`config.mk`:
```
export PLATFORM = sky130hd
export DESIGN_NAME = processor_back_end
export DESIGN_NICKNAME = d
export VERILOG_FILES = /design/src/rtl/processor_back_end.sv
export SDC_FILE = /design/constraint.sdc
export NUM_CORES = 1
export LEC_CHECK = 0
export ABC_AREA = 1
export BUFFER_PORTS_ARGS = -buffer_cell sky130_fd_sc_hd__buf_2
export CAP_MARGIN = 20
export CORE_MARGIN = 8
export CORE_UTILIZATION = 56
export CTS_CLUSTER_SIZE = 28
export DETAILED_ROUTE_END_ITERATION = 10
export PLACE_DENSITY_LB_ADDON = 0.25
export SYNTH_ARGS = -nofsm -noshare
export SYNTH_HDL_FRONTEND = slang
export SYNTH_SLANG_ARGS = --single-unit
```
`constraint.sdc`:
```
create_clock -name clk -period 3.63 [get_ports clk]
set_input_delay 0.1815 -clock clk [delete_from_list [all_inputs] [get_ports clk]]
set_output_delay 0.1815 -clock clk [all_outputs]
set_load 0.05 [all_outputs]
```
`src/rtl/processor_back_end.sv`:
```
`default_nettype none
// +--------------------------------------------------------------------------+
// | processor_back_end: EXE / MEM / WB half of the 16-bit pipeline.          |
// | Rev 1.0                                                                  |
// +--------------------------------------------------------------------------+
module processor_back_end #(
  parameter int ARQ      = 16,
  parameter int MEM_ADDR = 13
) (
  input  logic                clk,
  input  logic                rst,
  input  logic                wb_enable_exe_in,
  input  logic                rd_mem_exe_in,
  input  logic                wr_mem_exe_in,
  input  logic                mux_exe_exe_in,
  input  logic                mux_mem_exe_in,
  input  logic                jop_exe_in,
  input  logic                jenable_exe_in,
  input  logic [ARQ-1:0]      src1_exe_in,
  input  logic [ARQ-1:0]      src2_exe_in,
  input  logic [ARQ-1:0]      src3_exe_in,
  input  logic [ARQ-1:0]      imm_exe_in,
  input  logic [1:0]          alu_op_exe_in,
  input  logic [MEM_ADDR-1:0] jaddr_exe_in,
  input  logic [3:0]          rd_exe_in,
  input  logic [ARQ-1:0]      mem_rdata,
  input  logic                mem_ready,
  output logic                mem_req,
  output logic                mem_we,
  output logic [MEM_ADDR-1:0] mem_addr,
  output logic [ARQ-1:0]      mem_wdata,
  output logic                branch_taken,
  output logic [MEM_ADDR-1:0] jump_address,
  output logic                stall_out,
  output logic [ARQ-1:0]      wb_result_in,
  output logic                wr_reg_en,
  output logic [3:0]          wb_reg_addr
);

  typedef enum logic [0:0] {S_IDLE = 1'b0, S_WAIT = 1'b1} state_t;

  state_t state_q, state_d;

  logic [ARQ-1:0]      op_b, alu_res;
  logic                squash, wb_eff, rdm_eff, wrm_eff, jen_eff, jump_d;
  logic                mem_op, complete;

  logic [ARQ-1:0]      alu_q, src3_q;
  logic [3:0]          rd_q;
  logic                wb_q, rdm_q, wrm_q, mxm_q;
  logic                branch_q;
  logic [MEM_ADDR-1:0] jaddr_q;
  logic [ARQ-1:0]      wb_result_q;
  logic                wr_reg_en_q;
  logic [3:0]          wb_reg_addr_q;

  // ---------------- EXE ----------------
  assign op_b = mux_exe_exe_in ? imm_exe_in : src2_exe_in;

  always_comb begin
    alu_res = '0;
    case (alu_op_exe_in)
      2'b00:   alu_res = src1_exe_in + op_b;
      2'b01:   alu_res = src1_exe_in - op_b;
      2'b10:   alu_res = src1_exe_in & op_b;
      default: alu_res = src1_exe_in ^ op_b;
    endcase
  end

  // The instruction in EXE while the jump pulse is out is the delay slot.
  assign squash  = branch_q;
  assign wb_eff  = wb_enable_exe_in & ~squash;
  assign rdm_eff = rd_mem_exe_in    & ~squash;
  assign wrm_eff = wr_mem_exe_in    & ~squash;
  assign jen_eff = jenable_exe_in   & ~squash;

  // A stalled jump stays in EXE and resolves once EXE/MEM accepts it.
  assign jump_d = jen_eff & (~jop_exe_in | (alu_res == '0)) & ~stall_out;

  // ---------------- MEM FSM ----------------
  assign mem_op = rdm_q | wrm_q;

  always_comb begin
    state_d = state_q;
    mem_req = 1'b0;
    case (state_q)
      S_IDLE: begin
        if (mem_op) begin
          mem_req = 1'b1;
          if (!mem_ready) state_d = S_WAIT;
        end
      end
      S_WAIT: begin
        mem_req = 1'b1;
        if (mem_ready) state_d = S_IDLE;
      end
      default: state_d = S_IDLE;
    endcase
  end

  assign stall_out = mem_req & ~mem_ready;
  assign complete  = ~stall_out;
  assign mem_we    = mem_req & wrm_q;
  assign mem_addr  = mem_req ? alu_q[MEM_ADDR-1:0] : '0;
  assign mem_wdata = mem_req ? src3_q : '0;

  // ---------------- Registers ----------------
  always_ff @(posedge clk or negedge rst) begin
    if (!rst) begin
      state_q       <= S_IDLE;
      alu_q         <= '0;
      src3_q        <= '0;
      rd_q          <= '0;
      wb_q          <= 1'b0;
      rdm_q         <= 1'b0;
      wrm_q         <= 1'b0;
      mxm_q         <= 1'b0;
      branch_q      <= 1'b0;
      jaddr_q       <= '0;
      wb_result_q   <= '0;
      wr_reg_en_q   <= 1'b0;
      wb_reg_addr_q <= '0;
    end else begin
      state_q  <= state_d;
      branch_q <= jump_d;
      if (jump_d) jaddr_q <= jaddr_exe_in;
      if (!stall_out) begin
        alu_q  <= alu_res;
        src3_q <= src3_exe_in;
        rd_q   <= rd_exe_in;
        wb_q   <= wb_eff;
        rdm_q  <= rdm_eff;
        wrm_q  <= wrm_eff;
        mxm_q  <= mux_mem_exe_in;
      end
      wr_reg_en_q <= complete & wb_q;
      if (complete) begin
        // A combined read/write is a store, so no read data is taken.
        wb_result_q   <= (mxm_q & ~wrm_q) ? mem_rdata : alu_q;
        wb_reg_addr_q <= rd_q;
      end
    end
  end

  assign branch_taken = branch_q;
  assign jump_address = jaddr_q;
  assign wb_result_in = wb_result_q;
  assign wr_reg_en    = wr_reg_en_q;
  assign wb_reg_addr  = wb_reg_addr_q;

endmodule
`default_nettype wire
```
# After elaboration in Yosys (flattened, before gate mapping)
# Index checks and enable logic that the tools add are counted.
# totals
register_bits,76
in_bits,109
elab_cells,49
# classes
mux,10
n_addsub,2
reduce_logical,2
n_eq_ne,2
n_bitwise,20
# op_table
operator,n
two-way mux 16 bit,3
one-hot mux 16 bit (3 select lines),1
adder 16 bit,1
AND 16 bit,1
logical NOT 16 bit,1
subtractor 16 bit,1
XOR 16 bit,1
two-way mux 13 bit,1
AND 1 bit,10
inverter 1 bit,6
one-hot mux 1 bit (2 select lines),2
two-way mux 1 bit,3
"equality test 2 x 1 -> 1 bit, second input constant",1
"equality test 2 bit, second input constant",1
logical NOT 2 bit,1
bitwise OR 1 bit,2

# Depth between registers and ports, before layout
# Gate-level depths: netlist of run 1.
# logic_depth
depth_word,7
ltp_mapped,33
ltp_nobuf,30

# Worst setup path before layout of run 1
# No wires, ideal clock.
# synth_timing
path_kind,in2reg
startpoint,in mux_exe_exe_in
endpoint,"reg jaddr_q[10], in the netlist jump_address[10]"
required_ps,3511
n_path_buf,3
setup_slack_ps,200
arrival_time_ps,3311
path_stages,30
path_cell_list,buf_6 > buf_6 > nand2_1 > nand2_4 > inv_1 > ha_1 > inv_1 > nor2_1 > nand3_1 > nor2_1 > inv_1 > o21ai_0 > xor2_1 > ha_1 > nand2_1 > inv_1 > a21oi_1 > nor3_1 > nor2_1 > nand2_1 > or2_2 > nand3_1 > nand2_1 > nor2_1 > nand2_1 > nand2_4 > nand2_4 > buf_6 > nand2_1 > nand2_1
# synth_between
elab_chain_len,7
word_cells_on_any_way,10
# synth_rtl
element,line,rtl
"start, declared",15,"input logic mux_exe_exe_in,"
two-way mux 16 bit *,58,assign op_b = mux_exe_exe_in ? imm_exe_in : src2_exe_in;
subtractor 16 bit (tied with other cells),64,2'b01: alu_res = src1_exe_in - op_b;
one-hot mux 16 bit (3 select lines) *,62,case (alu_op_exe_in)
logical NOT 16 bit *,78,assign jump_d = jen_eff & (~jop_exe_in | (alu_res == '0)) & ~stall_out;
bitwise OR 1 bit *,78,
AND 1 bit * (2 in a row),78,
"end signal, assigned",126,if (jump_d) jaddr_q <= jaddr_exe_in;
"end, declared",52,logic [MEM_ADDR-1:0] jaddr_q;
# Mark *: on every way between the ends. The rest lies on a longest branch, timed or not.
# A chain may end at the register's enable or synchronous reset.

# Final worst setup path of run 1
# layout_timing
startpoint,in mux_exe_exe_in
endpoint,"reg jaddr_q[4], in the netlist jump_address[4]"
# The elaborated chain is that of the path after synthesis.

==> reports/qor.txt, run 1 <==
Seq/Total Area, Yosys: 0.342
DRC: 0
Number of synthesized flops with an enable pin: 0
H-tree level count: 3
Vias: 5576
Critical path class: in -> reg
Die H: 116 um
P_leak: 0.00408 uW
Syn Area/Cell: 6.67 um2
Final instance area: 6790 um2
Largest delay share family, worst path: simple AND/OR/NAND/NOR gates
Final setup violation count: 0
Post-layout min period: 3230 ps
Non-filler cells, final: 1139
Clk_lat worst skew: 350 ps
Final Hold Fails: 17
Buf/Inv on CP: 4
Distinct cells, synth: 36
Dpl cell area: 6550 um2
Violated checks: hold timing
Starting DRT DRC Count: 381
PortBufs: 175
Ys async rst share: 1.00
Status: complete, but fails checks
Synth Instances: 834
Die width: 116 um
Synth top cells by count: nand2_1 (259), inv_1 (148), dfrtp_1 (76)
R2R setup slack: 1800 ps
Die area: 13400 um2
Slowest cell on the critical path: ha_1
R2R cell count: 4
Gr usage total: 0.219
CTS tree: yes
Clk slew on worst S/H paths: 70 ps
Layout cells sized above 1: 0.239
Initial Util: 0.572
CP max FO: 14
First-pass GRT wire length: 24.0 mm
ANT nets after route: 0
Yosys reg bits: 76
Gr ovfl total: 0
Critical R2R Capture: wb_result_in[2]$_DFFE_PN0N_
PD cells: 526 nW/um2
Antenna violations before repair: 0
# clock sinks: 76
Post-synth top area share: 0.342
Post-placement cell count: 1123
Mapped cell area: 5560 um2
Clk root buf: clkbuf_8
Worst setup path startpoint: mux_exe_exe_in
Worst VDD drop: 0.352 mV
Maximum clock insertion buffer count: 2
Worst Tran Pin Value: 955 ps
Leading register cell type out of synthesis: dfrtp_1
Max Slew Vio Count: 0
Most used cell along the critical path: nand2_1
YS warnings: 0
Count leader, synth: nand2_1
Via-to-Cell Ratio: 4.90
Max_cap viols: 0
Gp weighted congestion: 0.934
I/O Pins: 176
Area contributors post-synth: dfrtp_1 (34%), nand2_1 (17%), inv_1 (10%), ha_1 (7.2%), o21ai_0 (6.3%)
Vias in the first global route: 5274
Post-CTS Setup Inserts: 0
RSZ-0062 raised after global routing: false
Routed WL: 14.3 mm
Register area: 1900 um2
Cts hold-fix bufs: 0
R2r startpoint: wrm_q$_DFFE_PN0N_
Worst Path Arrival: 3460 ps
DR WL/cell: 12.6 um
Fillers: 895
Synth area leader: dfrtp_1
Max Freq: 0.310 GHz
Inserted Clock Buffers: 9
Startpoint Class: primary input
Crit end category: register
Setup Skew: 12.5 ps
Slew margin rel.: 0.364
Hold WC Path Type: in -> async
Rows: 36
Nets: 1143
Crit share post-route: 0.889
Detail Placement HPWL: 11.4 mm
Worst path max stage delay: 290 ps
Pre-antenna DRT Iters: 5
Area delta synth->final: 22.1%
Fin Setup TNS: 0 ps
Multi-input logic area: 2940 um2
Antenna cell count: 0
CP required: 3870 ps
Post-Syn Nets: 976
Largest net degree at the start of global routing: 77
Core footprint: 9730 um2
WHS: -45.6 ps
[final cells by class]
type                            count  share of cell area
Sequential cell                    76               0.280
Clock inverter                      4              0.0103
Inverter                          150              0.0840
Timing Repair Buffer              187               0.144
Clock buffer                       12              0.0243
Tap cell                          133              0.0245
Multi-Input combinational cell    577               0.432
[state kept, by name (all words and copies together) (netlist names)]
name	cells
rd_q	4
src3_q	16
branch_taken	1
alu_q	16
mxm_q	1
wrm_q	1
rdm_q	1
wb_reg_addr	4
jump_address	13
wb_q	1
wb_result_in	16
wr_reg_en	1
state_q	1
[worst reg2reg max path, delay by kind of cell, from the launching register on]
family,cells,cell delay (ps)
compound gates,2,580
buf+inv,1,170
flops,1,430
simple gates,1,520
[worst max-delay path by stage]
stage,cells after the start,endpoint
4_1_cts,28,jump_address[4]$_DFFE_PN0P_
3_3_place_gp,28,jump_address[7]$_DFFE_PN0P_
5_1_grt,28,jump_address[6]$_DFFE_PN0P_
3_5_place_dp,28,jump_address[12]$_DFFE_PN0P_
2_1_floorplan,30,jump_address[10]$_DFFE_PN0P_
6_report,26,jump_address[4]$_DFFE_PN0P_
[cell usage in the layout (no fill, tap or decap), types with 8 or more instances in the layout]
| cell | n |
|---|---|
| buf_4 | 12 |
| o21ai_0 | 69 |
| nor2_1 | 66 |
| nand3_1 | 65 |
| a31oi_1 | 8 |
| nand2_4 | 9 |
| dfrtp_1 | 76 |
| nand2_2 | 14 |
| nand2_1 | 259 |
| ha_1 | 32 |
| xor2_1 | 13 |
| clkbuf_8 | 12 |
| a21oi_1 | 12 |
| buf_2 | 174 |
| inv_1 | 147 |
[routing by layer]
layer,share of wire,GRT usage,up-vias
li1,-,-,2895
met1,0.46,0.290,2493
met2,0.46,0.348,169
met3,0.066,0.0464,19
met4,0.017,0.0778,0
met5,0,0,-
[through the flow]
stage / worst slack [ps] / power, uW / hold slack, ps / utilization
floorplan: 200 / 2410 / -114 / -
global placement: 155 / 2830 / 381 / 0.674
detailed placement: 39.5 / 2850 / 384 / 0.674
CTS: 416 / 3600 / 3.88 / 0.698
global route: 18.1 / 3810 / 11.7 / 0.698
finish: 404 / 3580 / -45.6 / 0.698
[timing repair]
item / 4_1_cts / 5_1_grt
setup endpoints to repair: 0 / 13
gates resized for setup: 0 / 2
hold endpoints to repair: 0 / 0
[cells by family (layout without fill, tap and decap cells)]
logic type               count (synthesis)  in the layout  synth area share
buffers and inverters                  181            353             0.132
XOR/XNOR                                14             14            0.0220
adder cells (fa/ha/maj)                 33             33            0.0756
flip-flops                              76             76             0.342
AO/OA/AOI/OAI                           97             97            0.0911
AND/OR/NAND/NOR                        433            433             0.337
[report_power, final]
group          internal [uW]  leakage (uW)  switching [uW]  total [uW]
registers               1030      0.000927            79.5        1110
clock network            441      0.000122             294         735
logic                    449       0.00303            1280        1730
total                   1920       0.00408            1660        3580
Power figures use the tool's default switching activity.
==> run 2, diff against run 1 <==
Settings changed: CORE_UTILIZATION 56 to 52.
Clock period 3.63 ns to 3.3 ns, I/O delays scaled along.
==> run 2 against run 1 <==
  * The run now ends clean
  * Sequential power is 9.9% higher
  * Routed wire length is 4.1% higher
  * Worst hold slack better by 69 ps
==> reports/qor.txt, run 2 (same netlist as run 1, synthesis figures left out) <==
Final setup violation count: 0 (unchanged)
DR WL/cell: 12.7 um (was 12.6 um)
Crit end category: register (unchanged)
Clk root buf: clkbuf_8 (unchanged)
Critical path class: in -> reg (unchanged)
Pwr Total: 4070 uW (was 3580 uW)
Routed WL: 14.9 mm (was 14.3 mm)
Vias: 5617 (was 5576)
Hold WC Path Type: in -> reg (was in -> async)
First-pass GRT wire length: 25.0 mm (was 24.0 mm)
Slowest cell on the critical path: ha_1 (unchanged)
Slew margin rel.: 0.382 (was 0.364)
Rows: 37 (was 36)
I/O Pins: 176 (unchanged)
Maximum clock insertion buffer count: 2 (unchanged)
Inserted Clock Buffers: 9 (unchanged)
CTS tree: yes (unchanged)
Worst setup path startpoint: mux_exe_exe_in (unchanged)
Worst path max stage delay: 300 ps (was 290 ps)
Antenna cell count: 0 (unchanged)
ANT nets after route: 0 (unchanged)
Non-filler cells, final: 1171 (was 1139)
Pre-antenna DRT Iters: 5 (unchanged)
Layout cells sized above 1: 0.272 (was 0.239)
H-tree level count: 3 (unchanged)
Setup ws final: 283 ps (was 404 ps)
# clock sinks: 76 (unchanged)
Nets: 1173 (was 1143)
Startpoint Class: primary input (unchanged)
Antenna violations before repair: 0 (unchanged)
Via-to-Cell Ratio: 4.80 (was 4.90)
PortBufs: 175 (unchanged)
CP required: 3590 ps (was 3870 ps)
Final Hold Fails: 0 (was 17)
DRC: 0 (unchanged)
Die width: 119 um (was 116 um)
Area delta synth->final: 28.1% (was 22.1%)
Buf/Inv on CP: 5 (was 4)
R2r startpoint: wrm_q$_DFFE_PN0N_ (unchanged)
Gr ovfl total: 0 (unchanged)
Clk slew on worst S/H paths: 80 ps (was 70 ps)
Starting DRT DRC Count: 567 (was 381)
Most frequent cells in the layout: nand2_1 (256), buf_2 (173), inv_1 (145), dfrtp_1 (76), o21ai_0 (69) (was nand2_1 (259), buf_2 (174), inv_1 (147), dfrtp_1 (76), o21ai_0 (69))
Hold Crit Depth: 3
Worst Path Arrival: 3300 ps (was 3460 ps)
Max_cap viols: 0 (unchanged)
Status: finished, final reports clean (was complete, but fails checks)
P_leak: 0.00423 uW (was 0.00408 uW)
Crit share post-route: 0.914
Clk_lat worst skew: 340 ps (was 350 ps)
Post-CTS Setup Inserts: 0 (unchanged)
Gp weighted congestion: 0.867 (was 0.934)
R2R cell count: 7 (was 4)
Die area: 14300 um2 (was 13400 um2)
WP depth: 27 (was 26)
Worst VDD drop: 0.485 mV (was 0.352 mV)
Core footprint: 10400 um2 (was 9730 um2)
PD cells: 572 nW/um2 (was 526 nW/um2)
Post-placement cell count: 1155 (was 1123)
CP max FO: 13 (was 14)
Largest net degree at the start of global routing: 77 (unchanged)
Most used cell along the critical path: nand2_1 (unchanged)
Setup Skew: 11.1 ps (was 12.5 ps)
Critical R2R Capture: alu_q[15]$_DFFE_PN0N_ (was wb_result_in[2]$_DFFE_PN0N_)
Max Slew Vio Count: 0 (unchanged)
Gr usage total: 0.207 (was 0.219)
Worst Tran Pin Value: 928 ps (was 955 ps)
Hold Startpoint: src3_exe_in[4]
Critical path endpoint: jump_address[9]$_DFFE_PN0P_ (was jump_address[4]$_DFFE_PN0P_)
Max Freq: 0.331 GHz
Most common cell after layout, fill and taps aside: nand2_1 (unchanged)
Detail Placement HPWL: 11.9 mm (was 11.4 mm)
Largest delay share family, worst path: simple AND/OR/NAND/NOR gates (unchanged)
Post-layout min period: 3020 ps
Die H: 119 um (was 116 um)
Initial Util: 0.536 (was 0.572)
R2R setup slack: 1360 ps (was 1800 ps)
Vias in the first global route: 5513 (was 5274)
Dpl ws: -260 ps (was 39.5 ps)
[run 2: cell types whose count changed in the layout (fill, tap and decap cells not counted), sizes merged]
cell and change:
clkinv -2, bufinv +1, buf +28, clkbuf -1, inv +2, dlygate4sd3 +1
[run 2: stage by stage]
| stage | TNS [ps] | instance area [um2] | utilization | hold WS (ps) |
|---|---|---|---|---|
| floorplan | 0 | 5600 | - | -131 |
| global placement | -1970 | 6810 | 0.656 | 367 |
| detailed placement | -3400 | 6810 | 0.656 | 364 |
| CTS | 0 | 7060 | 0.681 | 13.0 |
| global route | -112 | 7120 | 0.687 | 22.8 |
| finish | 0 | 7120 | 0.687 | 23.7 |
[run 2: power by group]
part / switching, uW / leakage [uW] / total (uW) / internal (uW)
Clock: 330 / 0.000123 / 854 / 524
Sequential: 92.5 / 0.000927 / 1220 / 1130
Combinational: 1440 / 0.00318 / 1990 / 556
Total: 1860 / 0.00423 / 4070 / 2210
[run 2: cell type report]
type | count | area [um2]
inverters | 150 | 571
repair buffers | 217 | 1220
clock inverters | 5 | 108
clock buffers | 10 | 138
flip-flops and latches | 76 | 1900
fillers | 960 | 3250
well taps | 136 | 170
multi-input cells | 577 | 3020
[run 2: layer usage]
layer  wire, um  share of wire  global-route usage
met5          0              0                   0
met4        246          0.017              0.0656
met3        919          0.062              0.0368
met2       6890           0.46               0.344
met1       6850           0.46               0.270
[run 2: repair_timing]
item / in CTS / in global routing
hold endpoints to repair: 60 / 0
endpoints found under the setup margin: 0 / 14
hold buffers: 1 / 0
resized for setup: 0 / 16
[run 2: worst min-delay path: stages]
cell and delay, ps:
buf_2 70, nand2_1 40, o21ai_0 50
[run 2: worst min path at each step]
stage	slack, ps	endpoint
floorplan	-130	alu_q[0]$_DFFE_PN0N_
global placement	370	src3_q[3]$_DFFE_PN0N_
detailed placement	360	src3_q[5]$_DFFE_PN0N_
CTS	10	src3_q[5]$_DFFE_PN0N_
global route	20	state_q$_DFF_PN0_
finish	20	src3_q[4]$_DFFE_PN0N_
==> run 3, diff against run 2 <==
Settings changed: CORE_UTILIZATION 52 to 47.
Clock period 3.3 ns to 2.7 ns, I/O delays scaled along.
==> run 3 against run 2 <==
  * The flow now finishes with violations (setup timing)
  * Clock skew is 5.1 ps lower
  * Global-route usage is 0.84 points lower
  * Count of clock-buffer cells in the layout is 3 higher
  * Sequential power is 23% higher
  * First-iteration DRC count is 30% lower
  * Critical path depth is 1 higher
  * Core utilization is 0.40 points lower
  * Routed wire length is 6.2% higher
  * Flip-flop and latch count stayed put
  * Non-clock buffer count is 51 higher
  * Critical path type unchanged
  * Largest power group unchanged
==> reports/qor.txt, run 3 (same netlist as run 1, synthesis figures left out) <==
Crit end category: register (unchanged)
Worst setup path startpoint: mux_exe_exe_in (unchanged)
Most common cell after layout, fill and taps aside: nand2_1 (unchanged)
Fin util: 0.683 (was 0.687)
Core footprint: 11500 um2 (was 10400 um2)
DR WL/cell: 12.9 um (was 12.7 um)
P_leak: 0.00454 uW (was 0.00423 uW)
RSZ-0062 raised after global routing: true
# clock sinks: 76 (unchanged)
Hold WC Path Type: in -> reg (unchanged)
Pre-antenna DRT Iters: 5 (unchanged)
Dpl ws: -819 ps (was -260 ps)
Clk_lat worst skew: 320 ps (was 340 ps)
Slowest cell on the critical path: ha_2 (was ha_1)
H-tree level count: 3 (unchanged)
Initial Util: 0.485 (was 0.536)
WHS: 17.3 ps (was 23.7 ps)
Worst Path Arrival: 3250 ps (was 3300 ps)
Fin Setup TNS: -3600 ps (was 0 ps)
Starting DRT DRC Count: 399 (was 567)
R2R setup slack: 460 ps (was 1360 ps)
Maximum clock insertion buffer count: 2 (unchanged)
Max_cap viols: 0 (unchanged)
Die area: 15600 um2 (was 14300 um2)
CP required: 2960 ps (was 3590 ps)
Final setup violation count: 15 (was 0)
Via-to-Cell Ratio: 4.81 (was 4.80)
Critical R2R Capture: jump_address[6]$_DFFE_PN0P_ (was alu_q[15]$_DFFE_PN0N_)
PD cells: 701 nW/um2 (was 572 nW/um2)
Die H: 125 um (was 119 um)
Max Slew Vio Count: 0 (unchanged)
Layout cells sized above 1: 0.352 (was 0.272)
Critical path endpoint: jump_address[6]$_DFFE_PN0P_ (was jump_address[9]$_DFFE_PN0P_)
Vias: 5917 (was 5617)
Most used cell along the critical path: nand2_1 (unchanged)
Detail Placement HPWL: 12.1 mm (was 11.9 mm)
I/O Pins: 176 (unchanged)
Fillers: 1005 (was 960)
Status: complete, but fails checks (was finished, final reports clean)
Worst VDD drop: 0.735 mV (was 0.485 mV)
Antenna cell count: 0 (unchanged)
Crit share post-route: 1.10
CP max FO: 8 (was 13)
PortBufs: 175 (unchanged)
Inserted Clock Buffers: 9 (unchanged)
Nets: 1225 (was 1173)
Setup Skew: 6.03 ps (was 11.1 ps)
Routed WL: 15.8 mm (was 14.9 mm)
Gr usage total: 0.199 (was 0.207)
Antenna violations before repair: 0 (unchanged)
Vias in the first global route: 5786 (was 5513)
Largest delay share family, worst path: simple AND/OR/NAND/NOR gates (unchanged)
Area delta synth->final: 40.8% (was 28.1%)
Slew margin rel.: 0.370 (was 0.382)
First-pass GRT wire length: 26.6 mm (was 25.0 mm)
R2R cell count: 7 (unchanged)
Setup ws final: -283 ps (was 283 ps)
Die width: 125 um (was 119 um)
Largest net degree at the start of global routing: 77 (unchanged)
Post-layout min period: 2980 ps
Startpoint Class: primary input (unchanged)
Clk root buf: clkbuf_16 (was clkbuf_8)
Critical path class: in -> reg (unchanged)
ANT nets after route: 0 (unchanged)
R2r startpoint: wrm_q$_DFFE_PN0N_ (unchanged)
Worst path max stage delay: 330 ps (was 300 ps)
Clk slew on worst S/H paths: 50 ps (was 80 ps)
Rows: 39 (was 37)
Gr ovfl total: 0 (unchanged)
Final Hold Fails: 0 (unchanged)
Violated checks: setup timing
Max Freq: 0.335 GHz
Most frequent cells in the layout: nand2_1 (230), buf_2 (173), inv_1 (137), buf_4 (85), dfrtp_1 (76) (was nand2_1 (256), buf_2 (173), inv_1 (145), dfrtp_1 (76), o21ai_0 (69))
Gp weighted congestion: 0.876 (was 0.867)
Hold Startpoint: src3_exe_in[4] (unchanged)
DRC: 0 (unchanged)
CTS tree: yes (unchanged)
WP depth: 28 (was 27)
Buf/Inv on CP: 6 (was 5)
Worst Tran Pin Value: 942 ps (was 928 ps)
## run 3: power by group
group,internal (uW),switching (uW)
registers,1390,118
logic,833,1830
clock network,885,435
## run 3: layout make-up
class | instances | area, um2 | share of cell area
sequential | 76 | 1900 | 0.243
tap | 143 | 179 | 0.0228
inverter | 150 | 571 | 0.0729
clock buffer | 13 | 270 | 0.0345
timing repair buffer | 268 | 1620 | 0.207
multi-input combinational | 578 | 3220 | 0.411
clock inverter | 3 | 67.6 | 0.00863
## run 3: worst min-delay path by stage
| stage | endpoint | cells after the start |
|---|---|---|
| after floorplan | alu_q[0]$_DFFE_PN0N_ | 0 |
| after global placement | src3_q[4]$_DFFE_PN0N_ | 1 |
| after detailed placement | src3_q[4]$_DFFE_PN0N_ | 1 |
| after global routing | src3_q[9]$_DFFE_PN0N_ | 3 |
| after CTS | state_q$_DFF_PN0_ | 2 |
| final | src3_q[4]$_DFFE_PN0N_ | 3 |
## run 3: stage by stage
step	area, um2	power (uW)	instances
global route	7830	5830	1231
CTS	7680	5450	1228
global placement	7080	3990	1199
floorplan	5600	3250	834
detailed placement	7080	4030	1199
finish	7830	5490	1231
## run 3: repair_timing
action                     in CTS  in global routing
pin swaps                      26                 44
cloned                          1                  0
gates resized for setup        46                 38
hold buffers                    1                  0
setup endpoints to repair      15                 16
setup buffers                  11                  4
hold endpoints to repair       54                  0
## run 3: per-layer routing
layer	GRT usage	vias to the layer above	wire [um]
li1	-	3054	-
met1	0.256	2638	7290
met2	0.321	197	7300
met3	0.0455	28	957
met4	0.0680	0	290
met5	0	-	0
## run 3: worst min-delay path: stages
cell	delay, ps
buf_2	70
nand2_1	40
o21ai_0	50
